<file path="config.mk">
export PLATFORM = sky130hd
export DESIGN_NAME = sdram_port_arb
export DESIGN_NICKNAME = d
export VERILOG_FILES = /design/src/rtl/sdram_port_arb_pkg.sv /design/src/rtl/rr_arb2.sv /design/src/rtl/sdram_port_arb.sv
export SDC_FILE = /design/constraint.sdc
export NUM_CORES = 1
export LEC_CHECK = 0
export ABC_AREA = 1
export ABC_CLOCK_PERIOD_IN_PS = 3600
export CAP_MARGIN = 10
export CORE_ASPECT_RATIO = 2
export CORE_UTILIZATION = 40
export DETAILED_ROUTE_END_ITERATION = 7
export DONT_BUFFER_PORTS = 1
export GPL_TIMING_DRIVEN = 1
export PLACE_DENSITY_LB_ADDON = 0.05
export RECOVER_POWER = 50
export SLEW_MARGIN = 10
export SYNTH_ARGS = -nofsm -noshare
export SYNTH_HDL_FRONTEND = slang
export SYNTH_SLANG_ARGS = --single-unit
export TNS_END_PERCENT = 10
</file>
<file path="constraint.sdc">
create_clock -name clk -period 3.6 [get_ports clk]
set_clock_uncertainty 0.15 [all_clocks]
set_input_delay 0.72 -clock clk [delete_from_list [all_inputs] [get_ports clk]]
set_output_delay 0.72 -clock clk [all_outputs]
set_load 0.005 [all_outputs]
</file>
<file path="src/rtl/sdram_port_arb_pkg.sv">
// Shared definitions for the two-port SDRAM arbiter: default widths and
// the FSM state encoding.
package sdram_port_arb_pkg;

  localparam int ADDR_W_DEF = 24;
  localparam int LEN_W_DEF  = 10;
  localparam int DATA_W_DEF = 16;

  typedef enum logic [1:0] {
    IDLE  = 2'd0,
    ISSUE = 2'd1,
    XFER  = 2'd2,
    DONE  = 2'd3
  } state_t;

endpackage

</file>
<file path="src/rtl/rr_arb2.sv">
// Two-way round-robin selector. On a tie the port that was not granted
// last wins; a lone requester always wins. The grant is one-hot (or zero).
module rr_arb2 (
  input  logic [1:0] req,
  input  logic       last,   // index of the port granted most recently
  output logic [1:0] gnt
);

  assign gnt[0] = req[0] & (~req[1] | last);
  assign gnt[1] = req[1] & (~req[0] | ~last);

endmodule

</file>
<file path="src/rtl/sdram_port_arb.sv">
// Two-port front end for sdram_ctrl. Grants one port at a time, forwards
// its burst request to the write or read channel, strobes the owner's beat
// acks and pulses done when the burst length has been acknowledged.
module sdram_port_arb
  import sdram_port_arb_pkg::*;
#(
  parameter int ADDR_W = ADDR_W_DEF,
  parameter int LEN_W  = LEN_W_DEF,
  parameter int DATA_W = DATA_W_DEF
) (
  input  logic              clk,
  input  logic              rst_n,
  // port 0
  input  logic              p0_req,
  input  logic              p0_we,
  input  logic [ADDR_W-1:0] p0_addr,
  input  logic [LEN_W-1:0]  p0_len,
  input  logic [DATA_W-1:0] p0_wdata,
  output logic              p0_gnt,
  output logic              p0_ack,
  output logic              p0_done,
  // port 1
  input  logic              p1_req,
  input  logic              p1_we,
  input  logic [ADDR_W-1:0] p1_addr,
  input  logic [LEN_W-1:0]  p1_len,
  input  logic [DATA_W-1:0] p1_wdata,
  output logic              p1_gnt,
  output logic              p1_ack,
  output logic              p1_done,
  // sdram_ctrl side
  output logic              wr_req,
  output logic [ADDR_W-1:0] wr_addr,
  output logic [LEN_W-1:0]  wr_burst_len,
  output logic [DATA_W-1:0] wr_data,
  input  logic              wr_ack,
  output logic              rd_req,
  output logic [ADDR_W-1:0] rd_addr,
  output logic [LEN_W-1:0]  rd_burst_len,
  input  logic              rd_ack
);

  state_t            state;
  logic              own_port;   // 0 = port 0 owns the bus, 1 = port 1
  logic              own_we;
  logic [LEN_W-1:0]  own_len;
  logic [LEN_W-1:0]  beat;
  logic [LEN_W-1:0]  next_beat;
  logic              last_gnt;
  logic [1:0]        arb_gnt;
  logic              busy;
  logic              match_ack;

  logic              sel_port;
  logic              sel_we;
  logic [ADDR_W-1:0] sel_addr;
  logic [LEN_W-1:0]  sel_len;

  rr_arb2 u_rr_arb2 (
    .req  ({p1_req, p0_req}),
    .last (last_gnt),
    .gnt  (arb_gnt)
  );

  // A burst is in flight from the first ISSUE cycle to the last XFER cycle;
  // only then are acks forwarded and write data routed.
  assign busy      = (state == ISSUE) || (state == XFER);
  assign match_ack = own_we ? wr_ack : rd_ack;
  assign next_beat = beat + LEN_W'(1);

  assign p0_ack  = busy && !own_port && match_ack;
  assign p1_ack  = busy &&  own_port && match_ack;
  assign wr_data = busy ? (own_port ? p1_wdata : p0_wdata) : '0;

  // Request fields of the port the arbiter would grant this cycle.
  always_comb begin
    // NOTE: every output of a combinational block gets a value on every path
    // (defaults first) so no latch is inferred.
    sel_port = 1'b0;
    sel_we   = p0_we;
    sel_addr = p0_addr;
    sel_len  = p0_len;
    if (arb_gnt[1]) begin
      sel_port = 1'b1;
      sel_we   = p1_we;
      sel_addr = p1_addr;
      sel_len  = p1_len;
    end
  end

  // Burst FSM with registered grant/done pulses and channel outputs.
  always_ff @(posedge clk or negedge rst_n) begin
    if (!rst_n) begin
      state        <= IDLE;
      last_gnt     <= 1'b1;   // port 1 "granted last" so port 0 wins first
      own_port     <= 1'b0;
      own_we       <= 1'b0;
      own_len      <= '0;
      beat         <= '0;
      p0_gnt       <= 1'b0;
      p1_gnt       <= 1'b0;
      p0_done      <= 1'b0;
      p1_done      <= 1'b0;
      wr_req       <= 1'b0;
      rd_req       <= 1'b0;
      wr_addr      <= '0;
      wr_burst_len <= '0;
      rd_addr      <= '0;
      rd_burst_len <= '0;
    end else begin
      // NOTE: sequential state uses non-blocking assignments so every
      // register samples the pre-edge values, independent of statement order.
      p0_gnt  <= 1'b0;
      p1_gnt  <= 1'b0;
      p0_done <= 1'b0;
      p1_done <= 1'b0;
      case (state)
        IDLE: begin
          if (|arb_gnt) begin
            p0_gnt   <= arb_gnt[0];
            p1_gnt   <= arb_gnt[1];
            last_gnt <= sel_port;
            own_port <= sel_port;
            own_we   <= sel_we;
            own_len  <= sel_len;
            beat     <= '0;
            if (sel_len == '0) begin
              state <= DONE;
            end else begin
              state  <= ISSUE;
              wr_req <= sel_we;
              rd_req <= !sel_we;
              if (sel_we) begin
                wr_addr      <= sel_addr;
                wr_burst_len <= sel_len;
              end else begin
                rd_addr      <= sel_addr;
                rd_burst_len <= sel_len;
              end
            end
          end
        end
        ISSUE, XFER: begin
          // The first matching ack is beat 1 and releases the request line.
          if (match_ack) begin
            beat   <= next_beat;
            wr_req <= 1'b0;
            rd_req <= 1'b0;
            if (next_beat == own_len) begin
              state        <= DONE;
              wr_addr      <= '0;
              wr_burst_len <= '0;
              rd_addr      <= '0;
              rd_burst_len <= '0;
            end else begin
              state <= XFER;
            end
          end
        end
        DONE: begin
          p0_done <= !own_port;
          p1_done <= own_port;
          state   <= IDLE;
        end
        default: state <= IDLE;
      endcase
    end
  end

endmodule

</file>
Word level (Yosys, flattened, before mapping)
Cells that the tools add are included.
{ "op_classes": {"n_addsub": 1, "eq_ne": 10, "mux": 48, "bitwise": 7, "reduce_logical": 18} }
{ "op_table": {"columns": ["cell", "n"], "rows": [
  ["24-bit two-way mux", 9],
  ["10-bit two-way mux", 11],
  ["24-bit case mux with 2 select lines", 2],
  ["10-bit case mux with 2 select lines", 3],
  ["16-bit two-way mux", 2],
  ["1-bit two-way mux", 15],
  ["2-bit != test (second input constant)", 6],
  ["6-bit AND reduction", 2],
  ["10-bit by 1-bit adder with 10-bit output (second input constant)", 1],
  ["10-bit equality test", 1],
  ["10-bit logical NOT", 1],
  ["2-bit two-way mux", 3],
  ["2-bit case mux with 3 select lines", 1],
  ["2-bit equality test (second input constant)", 2],
  ["1-bit logical AND", 4],
  ["1-bit case mux with 2 select lines", 2],
  ["2-bit AND reduction", 2],
  ["4-bit AND reduction", 1],
  ["2-bit OR reduction", 2],
  ["1-bit inverter", 3],
  ["3-bit AND reduction", 1],
  ["1-bit AND", 2],
  ["2-bit by 1-bit equality test with 1-bit output (second input constant)", 1],
  ["1-bit logical NOT", 2],
  ["other kinds (4)", 5]
]} }
{ "totals": {"ff_bits": 99, "inputBits": 108, "out_inout_bits": 92, "wordCells": 100} }

Logic depth before layout (Yosys ltp)
{ "depth": {"word_depth": 8, "mapped_depth": 15, "mapped_depth_nobuf": 14} }

Modules after synthesis
From an unflattened synthesis, not the netlist that was laid out.
{ "unflattened": {"hier_cells": 687, "hier_area_um2": 5114.9} }
{ "by_module_without_submodules": {"columns": ["mod", "instances", "cells_per_inst", "area_each_um2", "seq_area_each_um2"], "rows": [
  ["sdram_port_arb", 1, 683, 5087.4, 2478.6],
  ["rr_arb2", 1, 4, 27.5, 0.0]
]} }

Worst setup path after synthesis
No wires, ideal clock.
{ "synth_path": {"kind": "flip-flop to output port", "from": "register state[0]", "to": "output p0_ack", "arrival_ns": 1.478, "required_ns": 2.730, "setup_slack_ns": 1.252, "stages_incl_launch_ff": 7, "path_buffers": 2, "cell_sequence": "dfrtp_1 > inv_1 > ha_1 > clkbuf_1 > inv_1 > clkbuf_1 > nor3_1"} }
{ "synth_between": {"elab_chain_len": 4, "word_cells_on_any_way": 5, "classes_between": "eq/ne: 2; reduce/logical: 3"} }
{ "synth_lines": {"columns": ["item", "line", "text"], "rows": [
  ["start: declaration", "sdram_port_arb.sv:43", "state_t state;"],
  ["start signal: assignment", "sdram_port_arb.sv:94", "state <= IDLE;"],
  ["start signal: assignment", "sdram_port_arb.sv:128", "state <= DONE;"],
  ["start signal: assignment", "sdram_port_arb.sv:130", "state <= ISSUE;"],
  ["2-bit by 1-bit equality test with 1-bit output or 2-bit equality test (tied branches)", "sdram_port_arb.sv:67", "assign busy = (state == ISSUE) || (state == XFER);"],
  ["1-bit logical OR (*)", "sdram_port_arb.sv:67", null],
  ["1-bit logical AND (*) (2 in a row)", "sdram_port_arb.sv:71", "assign p0_ack = busy && !own_port && match_ack;"],
  ["end: declaration", "sdram_port_arb.sv:20", "output logic p0_ack,"]
]} }
Every way passes the cells marked *; elsewhere a longest branch is shown, timed or not.

Worst setup path after layout
{ "layout_path": {"from": "register state[0]", "to": "register rd_addr[3]"} }
{ "layout_between": {"elab_chain_len": 4, "word_cells_on_any_way": 12, "classes_between": "eq/ne: 7; mux: 1; reduce/logical: 4"} }
{ "layout_lines": {"columns": ["item", "line", "text"], "rows": [
  ["2-bit by 1-bit equality test with 1-bit output or 2-bit equality test (tied branches)", "sdram_port_arb.sv:117", "case (state)"],
  ["2-bit OR reduction", "sdram_port_arb.sv:117", null],
  ["2-bit != test (no source line) or 2-bit nonzero test (tied branches)", null, null],
  ["6-bit AND reduction (no source line)", null, null],
  ["end signal: assignment", "sdram_port_arb.sv:137", "rd_addr <= sel_addr;"],
  ["end: declaration", "sdram_port_arb.sv:38", "output logic [ADDR_W-1:0] rd_addr,"]
]} }
Several ways; a longest one is shown, not always the timed one.
A chain may end at the register's enable or synchronous reset.

==> results.md <==
- Status: finished, violations left
- Violated checks: max-capacitance violations, max-slew violations
- Crit Path Max Fanout: 36
- Crit path largest cell delay: 0.76 ns
- DRC violations left: 0
- Clock Power Share: 0.174
- Slew headroom: -0.695
- Xor-xnor portion of the synthesized cell area: 0.00977
- Setup slack after layout: 0.410 ns
- Final #Nets: 788
- GR Layer Usage met1: 0.249
- DRT Wirelength: 14,600 um
- PortBufs: 0
- CTS tree: yes
- Initial antenna violation count: 1
- Initial core utilization: 0.408
- Comb power frac: 0.486
- FP Rows: 58
- Pre-CTS setup slack: 0.0379 ns
- Worst path bufs/invs: 3
- Hold Vio Cnt, Final: 0
- Most Used Layer, Global Route: met2
- Adder-cell share of the synthesized area: 0.00977
- CP Capture Type: flip-flop
- Most common cell after layout, fill and taps aside: nand2_1
- Number of synthesized flops with an enable pin: 0
- Sw Ratio: 0.491
- Post-Syn Instances: 689
- CTS H-tree lvls: 3
- Placer Congestion: 0.772
- Antenna Nets Post-Route: 0
- Yosys Warn Count: 0
- Simple-Gate Fraction of Synth Area: 0.339
- Largest family of logic cells by synthesized area: simple AND/OR/NAND/NOR gates
- Clock Latency Late Sink: 0.34 ns
- Crit path cell chain: inv_1 -> ha_1 -> buf_4 -> inv_1 -> a21oi_1 -> nand2_2 -> nor2_4 -> nand2_8 -> nand2_1 -> nand2_1
- Layout area overhead: 7.77%
- PwrDens: 1080 nW/um^2
- CTS root buffer: clkbuf_16
- Worst EP required: 3.69 ns
- Worst Setup Path Type: flip-flop to flip-flop
- Static leakage: 0.00286 uW
- Die extent in x: 82.0 um
- Worst vdd ir: 0.475 mV
- Maxcap violations: 1
- Total global routing overflow: 0
- Top FF cell, synth: dfrtp_1
- Compound-cell area share of the yosys netlist: 0.0850
- Area of the die: 13,300 um^2
- Fmax: 313 MHz
- CTS Sinks: 99
- Vias post-DR: 4,416
- Most frequent cells in the layout: 316 x nand2_1, 98 x dfrtp_1, 66 x nand3_1
- Met2 Usage GRT: 0.385
- CTS max path bufs: 2
- Clock transition at path regs: 0.07 ns
- Register bit total from synthesis: 99
- Total CTS buffers: 9
- Setup-failing EPs final: 0
- Layout cells sized above 1: 0.0618
- Syn Area/Cell: 7.43 um^2
- Int Power: 3030 uW
- TritonRoute pass-1 iters: 4
- DRT iter0 DRCs: 236
- Post-Synthesis Cell Area: 5120 um^2
- Final Slew Violations: 99
- First-pass GRT wire length: 22,200 um
- Dpl hpwl: 10,400 um
- Flop pwr share: 0.339
- Crit-path leading delay family: simple AND/OR/NAND/NOR gates
- Setup TNS: 0 ns
- Number of global-route vias before repair: 4,314
- Critical Path Start Type: flip-flop
- Switching Power: 2920 uW
- Largest net degree at the start of global routing: 99
- Area of the core: 12,600 um^2
- Arrival time at the worst endpoint: 3.28 ns
- CP max-delay cell: nor2_4
- RSZ-0062 raised after global routing: no
- Slew at the pin closest to its max-slew limit: 2.54 ns
- Worst Hold Class: input pin to async pin
- Filler cells: 1,335
- Vias/cell: 5.31
- Die Y: 162 um
- Tcrit/Tclk final: 0.886
- Syn Nets: 801
- Register area share after synthesis: 0.484
- Min Tclk post-route: 3.19 ns
- Post-synth cell types: 32
- Io pins: 200
- Routing usage on met3: 0.0444
- Drt wl/cell: 17.5 um
- Post-synthesis mux area share: 0.00195
- GRT Overall Usage: 0.222
- Asr flop ratio synth: 1.00
[routing by layer]
metal	vias to the layer above	wire length, um
met5	-	0
met1	2084	5490
li1	2153	-
met2	152	7700
met4	0	453
met3	27	914
[registers in the layout, indices dropped and copies added, names as in the netlist, 2 cells and up]
register / count
rd_addr: 24
wr_addr: 24
beat: 10
own_len: 10
rd_burst_len: 10
wr_burst_len: 10
state: 2
[cell usage after synthesis, types with 4 or more instances]
cell | number | area, um^2
nand2_1 | 316 | 1190
o22ai_1 | 7 | 43.8
dfrtp_1 | 98 | 2450
buf_6 | 8 | 90.1
buf_1 | 4 | 15.0
o21ai_0 | 27 | 135
nor2_1 | 24 | 90.1
nand3_1 | 66 | 330
clkbuf_1 | 12 | 45.0
ha_1 | 4 | 50.1
inv_1 | 37 | 139
buf_2 | 10 | 50.1
a21oi_1 | 43 | 215
[area by class of cell]
class                   instances  area (um^2)  share of cell area
diodes                          1         2.50            0.000453
well taps                     150          188              0.0340
inverters                      41          154              0.0279
repair buffers                 10         85.1              0.0154
multi-input cells             515         2300               0.416
clock buffers                   9          225              0.0408
flip-flops and latches         99         2480               0.449
clock inverters                 6         90.1              0.0163
[final timing paths]
check,endpoint,depth (start not counted),from,slack [ns]
setup reg to reg,rd_addr[3],10,state[0],0.41
hold reg to reg,wr_addr[0],2,wr_addr[0],0.35
max in group asynchronous,wr_addr[6],1,rst_n,0.81
hold / removal,last_gnt,0,rst_n,0.06
min in group clk,wr_addr[0],2,wr_addr[0],0.35
setup / recovery,rd_addr[3],10,state[0],0.41
[stage by stage]
step           cells  utilization  hold slack, ns  cell area [um^2]  total power, uW
5_1_grt          831        0.440          0.0487              5520             6500
2_1_floorplan    689            -           0.274              5120             4230
3_3_place_gp     813        0.413           0.280              5180             4820
6_report         831        0.440          0.0644              5520             5960
4_1_cts          829        0.440          0.0503              5520             5970
3_5_place_dp     813        0.413           0.278              5180             4900
[logic make-up after synthesis]
family / count (synthesis)
flip-flops: 99
XOR/XNOR: 4
adder cells (fa/ha/maj): 4
multiplexers: 1
AO/OA/AOI/OAI: 82
buffers and inverters: 76
AND/OR/NAND/NOR: 423
[power by group through the flow]
stage          Clock [uW]  Sequential, uW  Combinational (uW)
2_1_floorplan           0            1860                2370
3_3_place_gp            0            2040                2780
3_5_place_dp            0            2040                2850
4_1_cts              1070            2030                2880
5_1_grt              1110            2070                3310
6_report             1040            2020                2900
[timing repair]
| item | CTS | global route |
|---|---|---|
| hold buffers | 1 | 0 |
| setup buffers | 0 | 0 |
| setup endpoints to repair | 0 | 46 |
| resized for setup | 0 | 1 |
| hold endpoints to repair | 98 | 0 |
Power figures use the tool's default switching activity.
